### config.mk
export PLATFORM = sky130hd
export DESIGN_NAME = ram_port_arbiter
export DESIGN_NICKNAME = d
export VERILOG_FILES = /design/src/rtl/ram_arb_pkg.sv /design/src/rtl/ram_arb_rr2.sv /design/src/rtl/ram_port_arbiter.sv
export SDC_FILE = /design/constraint.sdc
export NUM_CORES = 1
export LEC_CHECK = 0
export CAP_MARGIN = 10
export CORE_MARGIN = 2
export CORE_UTILIZATION = 27
export DETAILED_ROUTE_END_ITERATION = 10
export PLACE_DENSITY = 0.8
export SETUP_SLACK_MARGIN = 0.05
export SYNTH_ARGS = -nofsm -noshare
export SYNTH_HDL_FRONTEND = slang
export SYNTH_SLANG_ARGS = --single-unit
### constraint.sdc
create_clock -name clk_i -period 2.5 [get_ports clk_i]
set_clock_uncertainty 0.2 [all_clocks]
set_input_delay 0.25 -clock clk_i [delete_from_list [all_inputs] [get_ports clk_i]]
set_output_delay 0.25 -clock clk_i [all_outputs]
set_load 0.005 [all_outputs]
### src/rtl/ram_arb_pkg.sv
// ----------------------------------------------------------------------------
// ram_arb_pkg
// Shared types for the RAM data-port arbiter.
//   arb_state_e   : arbiter FSM states (ARB, LOCKED, YIELD)
//   arb_id_e      : requester identity (M0 = load/store unit, M1 = loader/debug)
//   arb_rsp_hdr_t : control half of the response record (valid, id). The data
//                   half is width-parameterised, so the owning module appends it.
//   other_id()    : the requester that is not the given one
// Build option: RAM_ARB_FIXED_PRIO_EN (see ram_arb_rr2).
// ----------------------------------------------------------------------------
package ram_arb_pkg;

    typedef enum logic [1:0] {
        ARB    = 2'd0,
        LOCKED = 2'd1,
        YIELD  = 2'd2
    } arb_state_e;

    typedef enum logic {
        M0 = 1'b0,
        M1 = 1'b1
    } arb_id_e;

    typedef struct packed {
        logic    valid;
        arb_id_e id;
    } arb_rsp_hdr_t;

    function automatic arb_id_e other_id(input arb_id_e id);
        return (id == M0) ? M1 : M0;
    endfunction

endpackage

### src/rtl/ram_arb_rr2.sv
// ----------------------------------------------------------------------------
// ram_arb_rr2
// Two-way grant logic with a round-robin preference pointer. Requests arrive
// already masked by the arbiter FSM, so this block only resolves contention.
// The pointer names the preferred master and moves to the non-granted master
// after every grant; i_force_m0 overrides that and points it back at M0.
//
// Build option RAM_ARB_FIXED_PRIO_EN: M0 always wins on contention; the
// pointer is tied off and the clock, reset and force inputs are unused.
//
// Ports:
//   i_clk, i_rst      clock, synchronous active-high reset
//   i_req0, i_req1    masked requests from M0 / M1
//   i_force_m0        point the preference at M0 at the next edge
//   o_gnt0, o_gnt1    one-hot (or zero) grant
// ----------------------------------------------------------------------------
module ram_arb_rr2
    import ram_arb_pkg::*;
(
    input  logic i_clk,
    input  logic i_rst,
    input  logic i_req0,
    input  logic i_req1,
    input  logic i_force_m0,
    output logic o_gnt0,
    output logic o_gnt1
);

`ifdef RAM_ARB_FIXED_PRIO_EN

    logic w_unused;

    assign o_gnt0   = i_req0;
    assign o_gnt1   = i_req1 & ~i_req0;
    assign w_unused = &{1'b0, i_clk, i_rst, i_force_m0};

`else

    arb_id_e r_rr;

    always_comb begin
        o_gnt0 = 1'b0;
        o_gnt1 = 1'b0;
        if (i_req0 && i_req1) begin
            o_gnt0 = (r_rr == M0);
            o_gnt1 = (r_rr == M1);
        end else begin
            o_gnt0 = i_req0;
            o_gnt1 = i_req1;
        end
    end

    always_ff @(posedge i_clk) begin
        if (i_rst) begin
            r_rr <= M0;
        end else if (i_force_m0) begin
            r_rr <= M0;
        end else if (o_gnt0) begin
            r_rr <= other_id(M0);
        end else if (o_gnt1) begin
            r_rr <= other_id(M1);
        end
    end

`endif

endmodule

### src/rtl/ram_port_arbiter.sv
// ----------------------------------------------------------------------------
// ram_port_arbiter
// Shares the RAM read/write data port between the load/store unit (m0) and the
// loader/debug master (m1). Grants are combinational from the requests; the
// read word is captured at the grant edge and returned the next cycle. m1 may
// hold the port across consecutive accesses with m1_lock_i, bounded to
// MAX_LOCK grants before a one-cycle forced yield to m0.
//
// Build option RAM_ARB_FIXED_PRIO_EN: m0 wins all contention in ARB.
//
// Ports:
//   clk_i, rst_i                      clock, synchronous active-high reset
//   mX_req_i / mX_gnt_o               request / same-cycle grant
//   mX_addr_i, mX_we_i, mX_be_i,
//   mX_wdata_i                        access payload, held until granted
//   mX_rvalid_o, mX_rdata_o           response one cycle after grant
//                                     (rdata is 0 for writes)
//   m1_lock_i                         m1 exclusive-ownership request
//   ram_en_o, ram_addr_o, ram_we_o,
//   ram_be_o, ram_wdata_o             RAM port, all zero when idle
//   ram_rdata_i                       RAM read data, combinational from address
//
// state  | meaning
// -------+-----------------------------------------------------------------
// ARB    | normal arbitration between m0 and m1
// LOCKED | m1 owns the port; m0 blocked; lock counter tracks m1 grants
// YIELD  | one cycle after a full lock burst; m1 blocked, m0 may be granted
// ----------------------------------------------------------------------------
module ram_port_arbiter
    import ram_arb_pkg::*;
#(
    parameter int ADDR_WIDTH = 8,
    parameter int DATA_WIDTH = 32,
    parameter int MAX_LOCK   = 16
) (
    input  logic                    clk_i,
    input  logic                    rst_i,

    input  logic                    m0_req_i,
    output logic                    m0_gnt_o,
    input  logic [ADDR_WIDTH-1:0]   m0_addr_i,
    input  logic                    m0_we_i,
    input  logic [DATA_WIDTH/8-1:0] m0_be_i,
    input  logic [DATA_WIDTH-1:0]   m0_wdata_i,
    output logic                    m0_rvalid_o,
    output logic [DATA_WIDTH-1:0]   m0_rdata_o,

    input  logic                    m1_req_i,
    output logic                    m1_gnt_o,
    input  logic [ADDR_WIDTH-1:0]   m1_addr_i,
    input  logic                    m1_we_i,
    input  logic [DATA_WIDTH/8-1:0] m1_be_i,
    input  logic [DATA_WIDTH-1:0]   m1_wdata_i,
    output logic                    m1_rvalid_o,
    output logic [DATA_WIDTH-1:0]   m1_rdata_o,
    input  logic                    m1_lock_i,

    output logic                    ram_en_o,
    output logic [ADDR_WIDTH-1:0]   ram_addr_o,
    output logic                    ram_we_o,
    output logic [DATA_WIDTH/8-1:0] ram_be_o,
    output logic [DATA_WIDTH-1:0]   ram_wdata_o,
    input  logic [DATA_WIDTH-1:0]   ram_rdata_i
);

    localparam int CNT_W = $clog2(MAX_LOCK + 1);
    localparam logic [CNT_W-1:0] CNT_ONE = CNT_W'(1);
    localparam logic [CNT_W-1:0] CNT_MAX = CNT_W'(MAX_LOCK);

    typedef struct packed {
        arb_rsp_hdr_t          hdr;
        logic [DATA_WIDTH-1:0] data;
    } rsp_t;

    arb_state_e       r_state;
    arb_state_e       w_state_nxt;
    logic [CNT_W-1:0] r_lock_cnt;
    logic [CNT_W-1:0] w_lock_cnt_nxt;
    logic [CNT_W-1:0] w_lock_cnt_inc;
    rsp_t             r_rsp;

    logic w_req0;
    logic w_req1;
    logic w_gnt0;
    logic w_gnt1;
    logic w_force_m0;

    // Requests are masked while in reset so nothing reaches the RAM.
    assign w_req0     = m0_req_i & ~rst_i & (r_state != LOCKED);
    assign w_req1     = m1_req_i & ~rst_i & (r_state != YIELD);
    assign w_force_m0 = (r_state == YIELD);

    ram_arb_rr2 u_rr2 (
        .i_clk      (clk_i),
        .i_rst      (rst_i),
        .i_req0     (w_req0),
        .i_req1     (w_req1),
        .i_force_m0 (w_force_m0),
        .o_gnt0     (w_gnt0),
        .o_gnt1     (w_gnt1)
    );

    always_ff @(posedge clk_i) begin
        if (rst_i) begin
            r_state    <= ARB;
            r_lock_cnt <= '0;
        end else begin
            r_state    <= w_state_nxt;
            r_lock_cnt <= w_lock_cnt_nxt;
        end
    end

    assign w_lock_cnt_inc = r_lock_cnt + CNT_W'(w_gnt1);

    always_comb begin
        w_state_nxt    = r_state;
        w_lock_cnt_nxt = r_lock_cnt;
        case (r_state)
            ARB: begin
                w_lock_cnt_nxt = '0;
                if (w_gnt1 && m1_lock_i) begin
                    // A single-grant lock budget is already spent by the
                    // grant that takes the lock.
                    if (MAX_LOCK == 1) begin
                        w_state_nxt = YIELD;
                    end else begin
                        w_state_nxt    = LOCKED;
                        w_lock_cnt_nxt = CNT_ONE;
                    end
                end
            end
            LOCKED: begin
                // Lock release has priority over the budget running out.
                if (!m1_lock_i) begin
                    w_state_nxt    = ARB;
                    w_lock_cnt_nxt = '0;
                end else if (w_gnt1 && (w_lock_cnt_inc == CNT_MAX)) begin
                    w_state_nxt    = YIELD;
                    w_lock_cnt_nxt = '0;
                end else begin
                    w_lock_cnt_nxt = w_lock_cnt_inc;
                end
            end
            YIELD: begin
                w_state_nxt    = ARB;
                w_lock_cnt_nxt = '0;
            end
            default: begin
                w_state_nxt    = ARB;
                w_lock_cnt_nxt = '0;
            end
        endcase
    end

    always_comb begin
        m0_gnt_o    = w_gnt0;
        m1_gnt_o    = w_gnt1;
        ram_en_o    = 1'b0;
        ram_addr_o  = '0;
        ram_we_o    = 1'b0;
        ram_be_o    = '0;
        ram_wdata_o = '0;
        if (w_gnt0) begin
            ram_en_o    = 1'b1;
            ram_addr_o  = m0_addr_i;
            ram_we_o    = m0_we_i;
            ram_be_o    = m0_be_i;
            ram_wdata_o = m0_wdata_i;
        end else if (w_gnt1) begin
            ram_en_o    = 1'b1;
            ram_addr_o  = m1_addr_i;
            ram_we_o    = m1_we_i;
            ram_be_o    = m1_be_i;
            ram_wdata_o = m1_wdata_i;
        end
    end

    always_ff @(posedge clk_i) begin
        if (rst_i) begin
            r_rsp <= '0;
        end else begin
            r_rsp.hdr.valid <= w_gnt0 | w_gnt1;
            r_rsp.hdr.id    <= w_gnt1 ? M1 : M0;
            r_rsp.data      <= (ram_en_o && !ram_we_o) ? ram_rdata_i : '0;
        end
    end

    // Gating with rst_i drops a response that is in flight when reset arrives.
    assign m0_rvalid_o = r_rsp.hdr.valid & (r_rsp.hdr.id == M0) & ~rst_i;
    assign m1_rvalid_o = r_rsp.hdr.valid & (r_rsp.hdr.id == M1) & ~rst_i;
    assign m0_rdata_o  = m0_rvalid_o ? r_rsp.data : '0;
    assign m1_rdata_o  = m1_rvalid_o ? r_rsp.data : '0;

endmodule

# --- Yosys cells after proc, flatten, opt, wreduce, memory -nomap -nowiden ---
# Index checks and enable logic that the tools add are counted.
# W data, S select, Z words.
word_totals:
  regBits: 42
  latchBits: 0
  ramBits: 0
  rom_bits: 0
  input_bits: 127
  output_inout_bits: 114
  word_cells: 61
  mem_count: 0
op_classes:
  n_addsub: 1
  multipliers: 0
  div: 0
  n_lt_le_gt_ge: 0
  n_eq_ne: 7
  n_shift: 0
  n_mux: 24
  bitwise_logic: 13
  reduce_logical: 10
ops:
  columns: ["operator", "n"]
  rows:
  - ["$mux W32", 4]
  - ["$mux W8", 2]
  - ["$mux W5", 2]
  - ["$pmux W5 S2", 1]
  - ["$mux W1", 9]
  - ["$and A1 B1 Y1", 8]
  - ["$mux W4", 2]
  - ["$mux W2", 3]
  - ["$add A5 B1 Y5", 1]
  - ["$eq A5 B5 Y1 const B", 1]
  - ["$logic_and A1 B1 Y1", 4]
  - ["$ne A2 B2 Y1 const B", 2]
  - ["$not A1 Y1", 4]
  - ["$pmux W2 S2", 1]
  - ["$reduce_or A2 Y1", 2]
  - ["$ne A3 B3 Y1 const B", 1]
  - ["$eq A2 B1 Y1 const B", 1]
  - ["$eq A2 B2 Y1 const B", 1]
  - ["$logic_not A2 Y1", 1]
  - ["$ne A2 B1 Y1 const B", 1]
  - ["$reduce_and A2 Y1", 1]
  - ["$reduce_bool A2 Y1", 1]
  - ["$logic_not A1 Y1", 1]
  - ["$or A1 B1 Y1", 1]

# --- Longest topological paths before layout ---
depth:
  depth_word: 11
  ltp_mapped: 12
  ltp_nobuf: 10

# --- Hierarchy ---
# From an unflattened synthesis, not the netlist that was laid out.
unflattened:
  cells_unflattened: 252
  area_unflattened_um2: 2272.2
modules_own_cells:
  columns: ["module", "instances", "cells_per_inst", "area_per_inst_um2", "seq_area_each_um2"]
  rows:
  - ["ram_port_arbiter", 1, 246, 2214.6, 820.8]
  - ["ram_arb_rr2", 1, 6, 57.6, 20.0]

# --- Worst setup path after synthesis ---
# No wires, ideal clock.
synth_timing:
  kind: "input-to-reg"
  startpoint: "input port rst_i"
  endpoint: "register r_state[0]"
  setup_time_ps: 128
  arrival_time_ps: 2067
  required_time_ps: 2172
  path_slack_ps: 105
  cell_stages: 12
  path_buffers: 2
  cell_sequence: "buf_4 nor2b_1 and3_4 a31oi_2 inv_2 buf_2 ha_1 ha_1 xor2_1 nor3_1 and3_1 a31oi_1"
synth_between:
  elab_chain_len: 10
  elab_cells_between_ends: 14
  cone_classes: "1 x add/sub; 3 x eq/ne; 1 x mux; 5 x bitwise; 4 x reduce/logical"
synth_rtl:
  columns: ["item", "line_no", "source"]
  rows:
  - ["start, declared", "ram_port_arbiter.sv:37", "input logic rst_i,"]
  - ["$not A1 Y1 *", "ram_port_arbiter.sv:89, ram_port_arbiter.sv:90", null]
  - ["$and A1 B1 Y1 (on tied branches) (2 in a row)", "ram_port_arbiter.sv:89, ram_port_arbiter.sv:90", null]
  - ["$logic_and A1 B1 Y1", "ram_arb_rr2.sv:44", "if (i_req0 && i_req1) begin"]
  - ["$mux W1 *", "ram_arb_rr2.sv:44", null]
  - ["via m1_gnt_o", "ram_port_arbiter.sv:49", "output logic m1_gnt_o,"]
  - ["$add A5 B1 Y5", "ram_port_arbiter.sv:113", "assign w_lock_cnt_inc = r_lock_cnt + CNT_W'(w_gnt1);"]
  - ["$eq A5 B5 Y1", "ram_port_arbiter.sv:137", "end else if (w_gnt1 && (w_lock_cnt_inc == CNT_MAX)) begin"]
  - ["$logic_and A1 B1 Y1", "ram_port_arbiter.sv:137", null]
  - ["$ne A3 B3 Y1 (no line)", null, null]
  - ["$reduce_and A2 Y1 (no line) *", null, null]
  - ["end signal, assigned", "ram_port_arbiter.sv:108", "r_state <= w_state_nxt;"]
  - ["end, declared", "ram_port_arbiter.sv:75", "arb_state_e r_state;"]
# Mark *: on every way through the listed nets, which the timed path passes. The rest lies on a longest branch.
# A chain may end at the register's enable or synchronous reset.

# --- Worst setup path after layout ---
layout_timing:
  startpoint: "register u_rr2.r_rr"
  endpoint: "output port ram_wdata_o[0]"
layout_between:
  elab_chain_len: 3
  elab_cells_between_ends: 5
  cone_classes: "4 x mux; 1 x bitwise"
layout_rtl:
  columns: ["item", "line_no", "source"]
  rows:
  - ["start, declared", "ram_arb_rr2.sv:39", "arb_id_e r_rr;"]
  - ["start signal, assigned", "ram_arb_rr2.sv:59", "r_rr <= other_id(M0);"]
  - ["start signal, assigned", "ram_arb_rr2.sv:61", "r_rr <= other_id(M1);"]
  - ["$mux W1 or $not A1 Y1 (tied branches)", "ram_arb_rr2.sv:44, ram_arb_rr2.sv:45", null]
  - ["$mux W32 or $mux W1 (tied branches)", "ram_port_arbiter.sv:169, ram_arb_rr2.sv:44", null]
  - ["$mux W32 *", "ram_port_arbiter.sv:163", "if (w_gnt0) begin"]
  - ["end, declared", "ram_port_arbiter.sv:62", "output logic [DATA_WIDTH-1:0] ram_wdata_o,"]
# Mark *: on every way between the ends. The rest lies on a longest branch, timed or not.

==> load_flow_metrics.sql <==
INSERT INTO impl_metrics (metric_group, metric, value, unit) VALUES
('setup_path', 'worst_setup_path_start_kind', 'flop', ''),
('detailed_routing', 'detailedRoute.firstIterationViolations', '77', ''),
('sta', 'hold_violations', '0', ''),
('synth', 'sequential_element_share_of_the_synthesized_area', '0.346', ''),
('sta', 'setup_viol_count_final', '0', ''),
('setup_path', 'critical_path.reg2reg.startpoint', 'u_rr2.r_rr', ''),
('clock_tree', 'inserted_clock_buffers', '5', ''),
('floorplan', 'fp.dieW', '98.8', 'um'),
('grt', 'initial_antenna_violation_count', '1', ''),
('setup_path', 'critical_path_required', '2050', 'ps'),
('setup_path', 'cpPeakStageDelay', '340', 'ps'),
('run_status', 'outcome', 'finished, final reports clean', ''),
('synth', 'average_cell_area_after_synthesis', '8.35', 'um^2'),
('synth', 'synthArstFlopShare', '0', ''),
('setup_path', 'timing.critical_path.arrival', '1990', 'ps'),
('place', 'dpl.hpwl', '7940', 'um'),
('grt', 'track_usage', '0.204', ''),
('synth', 'ys_dominant_reg_cell', 'sky130_fd_sc_hd__dfxtp_1', ''),
('cells_and_area', 'area_delta_synth_final', '116', '%'),
('setup_path', 'timing.critical_path.fanout_max', '8', ''),
('setup_path', 'worstSetupStartpoint', 'u_rr2.r_rr', ''),
('power', 'power.static_leakage', '2.31', 'nW'),
('power', 'finalPower', '1.85', 'mW'),
('cells_and_area', 'final_layout_size_suffix_gt1_frac', '0.199', ''),
('synth', 'postSynthCellCount', '291', ''),
('floorplan', 'ios', '241', ''),
('detailed_routing', 'detail_route.wl_per_cell', '16.2', 'um'),
('detailed_routing', 'wirelength', '10800', 'um'),
('worst_hold_path', 'min_from', 'm1_req_i', ''),
('grt', 'wire_length_of_the_first_global_routing_pass', '16100', 'um'),
('floorplan', 'die_height', '98.8', 'um'),
('cells_and_area', 'layout.nets', '686', ''),
('floorplan', 'dieArea', '9770', 'um^2'),
('synth', 'synthDistinctLibCells', '32', ''),
('place', 'portBuffers', '240', ''),
('setup_path', 'category_of_the_critical_setup_timing_path', 'flop to primary output', ''),
('grt', 'overflow', '0', ''),
('setup_path', 'crit_path_cell_trace', 'and2_4 -> maj3_2 -> nor3_4 -> buf_12 -> buf_8 -> buf_12 -> a22o_1 -> buf_2', ''),
('sta', 'post-route-period-util', '0.976', ''),
('floorplan', 'floorplan.initialDensity', '0.278', ''),
('sta', 'worstMarginPinSlew', '440', 'ps'),
('clock_tree', 'hold_buffers', '0', ''),
('synth', 'mappedNetlistNets', '420', ''),
('detailed_routing', 'vias', '3126', ''),
('place', 'place.gp.congestion', '0.876', ''),
('clock_tree', 'cts.clk_slew.worst_paths', '90', 'ps'),
('setup_path', 'critical_path.slowest_cell', 'sky130_fd_sc_hd__dfxtp_2', ''),
('clock_tree', 'cts-root-to-sink-buffers', '2', ''),
('power', 'ir_drop', '0.215', 'mV'),
('clock_tree', 'clk_root_buffer_cell', 'sky130_fd_sc_hd__clkbuf_8', ''),
('detailed_routing', 'drc_violations_left', '0', ''),
('flow_run', 'maxCapViolCount', '0', ''),
('sta', 'finalWorstPathRequiredPeriod', '2440', 'ps'),
('grt', 'grt_max_degree', '34', ''),
('clock_tree', 'worst_skew_pair.late_latency', '290', 'ps'),
('clock_tree', 'tritoncts', 'done', ''),
('clock_tree', 'cts_htree_levels', '2', ''),
('grt', 'first_global_vias', '3150', ''),
('floorplan', 'placeableCoreArea', '8720', 'um^2'),
('cells_and_area', 'post-route-cell-area', '5250', 'um^2'),
('power', 'power-per-cell-area', '352', 'nW/um^2'),
('setup_path', 'setup.worst_path.end_class', 'primary output', ''),
('detailed_routing', 'ant_nets', '0', ''),
('floorplan', 'fp-row-count', '34', ''),
('setup_path', 'crit_top_cell', 'sky130_fd_sc_hd__buf_12', ''),
('synth', 'netlist_area', '2430', 'um^2'),
('detailed_routing', 'drt_first_pass_iters', '4', ''),
('detailed_routing', 'drt-vias-per-instance', '4.69', ''),
('synth', 'ff_latch_count_synth', '42', ''),
('sta', 'timing.fmax', '0.410', 'GHz'),
('sta', 'maxSlewViolCount', '0', ''),
('worst_hold_path', 'worstHoldPathType', 'input pin to flop', ''),
('sta', 'slew-limit-headroom', '0.699', ''),
('synth', 'number_of_flops_mapped_to_enable_cells_by_yosys', '0', ''),
('sta', 'rsz_0062_raised_after_global_routing', 'yes', ''),
('clock_tree', 'clock_sink_count', '42', ''),
('synth', 'synth.yosys.warnings', '0', ''),
('place', 'dpl-instance-area', '5000', 'um^2');
-- registers in the layout, summed over array words and instances (netlist names) --
| register | flops |
|---|---|
| r_state | 2 |
| u_rr2.r_rr | 1 |
| r_lock_cnt | 5 |
| r_rsp | 34 |
-- repair_timing --
| item | CTS | global route |
|---|---|---|
| setup endpoints to repair | 109 | 113 |
| resized for setup | 195 | 12 |
| gates cloned | 3 | 2 |
| pin swaps | 18 | 25 |
| buffers inserted | 17 | 3 |
-- Yosys cell counts, types with 3 or more instances --
master | instances | area [um^2]
sky130_fd_sc_hd__nand2b_1 | 3 | 18.8
sky130_fd_sc_hd__nor2_1 | 35 | 131
sky130_fd_sc_hd__buf_2 | 8 | 40.0
sky130_fd_sc_hd__nand2_1 | 5 | 18.8
sky130_fd_sc_hd__inv_1 | 4 | 15.0
sky130_fd_sc_hd__clkbuf_1 | 9 | 33.8
sky130_fd_sc_hd__buf_6 | 8 | 90.1
sky130_fd_sc_hd__a22o_1 | 44 | 385
sky130_fd_sc_hd__a21oi_1 | 3 | 15.0
sky130_fd_sc_hd__dfxtp_1 | 42 | 841
sky130_fd_sc_hd__nand3_1 | 36 | 180
sky130_fd_sc_hd__and2_1 | 67 | 419
sky130_fd_sc_hd__a31oi_1 | 3 | 18.8
-- final cells by class --
type / count / area [um^2]
antenna: 1 / 2.50
clock buffer: 6 / 72.6
clock inverter: 2 / 37.5
fill: 766 / 3470
inverter: 6 / 22.5
multi-input combinational: 217 / 1430
sequential: 42 / 843
tap: 108 / 135
timing repair buffer: 285 / 2710
-- layer usage --
metal,vias up,part of all wire,track usage
li1,1534,-,-
met1,1423,0.38,0.228
met2,144,0.54,0.375
met3,25,0.063,0.0574
met4,0,0.022,0.0590
met5,-,0,0
-- cell usage in the layout (no fill, tap or decap), types with 2 or more instances in the layout --
master / n
sky130_fd_sc_hd__clkdlybuf4s50_1: 190
sky130_fd_sc_hd__and2_1: 66
sky130_fd_sc_hd__a22o_1: 44
sky130_fd_sc_hd__buf_2: 42
sky130_fd_sc_hd__dfxtp_1: 40
sky130_fd_sc_hd__nand3_1: 36
sky130_fd_sc_hd__nor2_1: 35
sky130_fd_sc_hd__buf_4: 22
sky130_fd_sc_hd__buf_6: 12
sky130_fd_sc_hd__buf_12: 6
sky130_fd_sc_hd__nand2_1: 5
sky130_fd_sc_hd__clkbuf_8: 5
sky130_fd_sc_hd__inv_1: 4
sky130_fd_sc_hd__nand2b_1: 3
sky130_fd_sc_hd__a21oi_1: 3
sky130_fd_sc_hd__dlymetal6s2s_1: 3
sky130_fd_sc_hd__dlygate4sd2_1: 3
sky130_fd_sc_hd__buf_8: 3
sky130_fd_sc_hd__inv_2: 2
sky130_fd_sc_hd__a31oi_2: 2
sky130_fd_sc_hd__a31oi_1: 2
sky130_fd_sc_hd__dfxtp_2: 2
-- cell families (layout without fill, tap and decap cells) --
family | Yosys count | in the layout | share of synthesized area
buffers and inverters | 32 | 299 | 0.0799
AOI/OAI and AO/OA | 55 | 55 | 0.199
xor gates and xnor gates | 3 | 3 | 0.0108
and+or+nand+nor | 156 | 156 | 0.349
DFF | 42 | 42 | 0.346
other | 0 | 1 | 0
adders and majority gates | 3 | 3 | 0.0149
-- worst max-delay path, delay by kind of cell, from the launching register on --
family,cells,cell delay (ps)
simple gates,2,340
buf+inv,4,510
compound gates,1,170
flops,1,340
fa+ha+maj,1,330
-- final timing paths --
kind                         end  slack, ps  cells past startpoint
setup / recovery  ram_wdata_o[0]         60                      8
hold / removal        u_rr2.r_rr        240                      3
setup reg to reg      r_state[0]        180                     10
hold reg to reg       u_rr2.r_rr        370                      2
-- stage by stage --
step	TNS [ps]	instances	hold WS, ps	util	setup slack, ps
final	0	667	239	0.602	59.3
after global routing	-390	667	234	0.602	-45.0
after CTS	-246	662	233	0.596	-54.1
after detailed placement	-10330	634	356	0.573	-261
after global placement	-10120	634	324	0.573	-250
after floorplan	0	291	176	-	105
-- where the power goes --
| part | internal, mW | switching (mW) | leakage [nW] |
|---|---|---|---|
| combinational | 0.383 | 0.214 | 1.92 |
| sequential | 0.703 | 0.0144 | 0.346 |
| clock | 0.298 | 0.239 | 0.0514 |
Note: power is estimated with default switching activity, not from simulation.
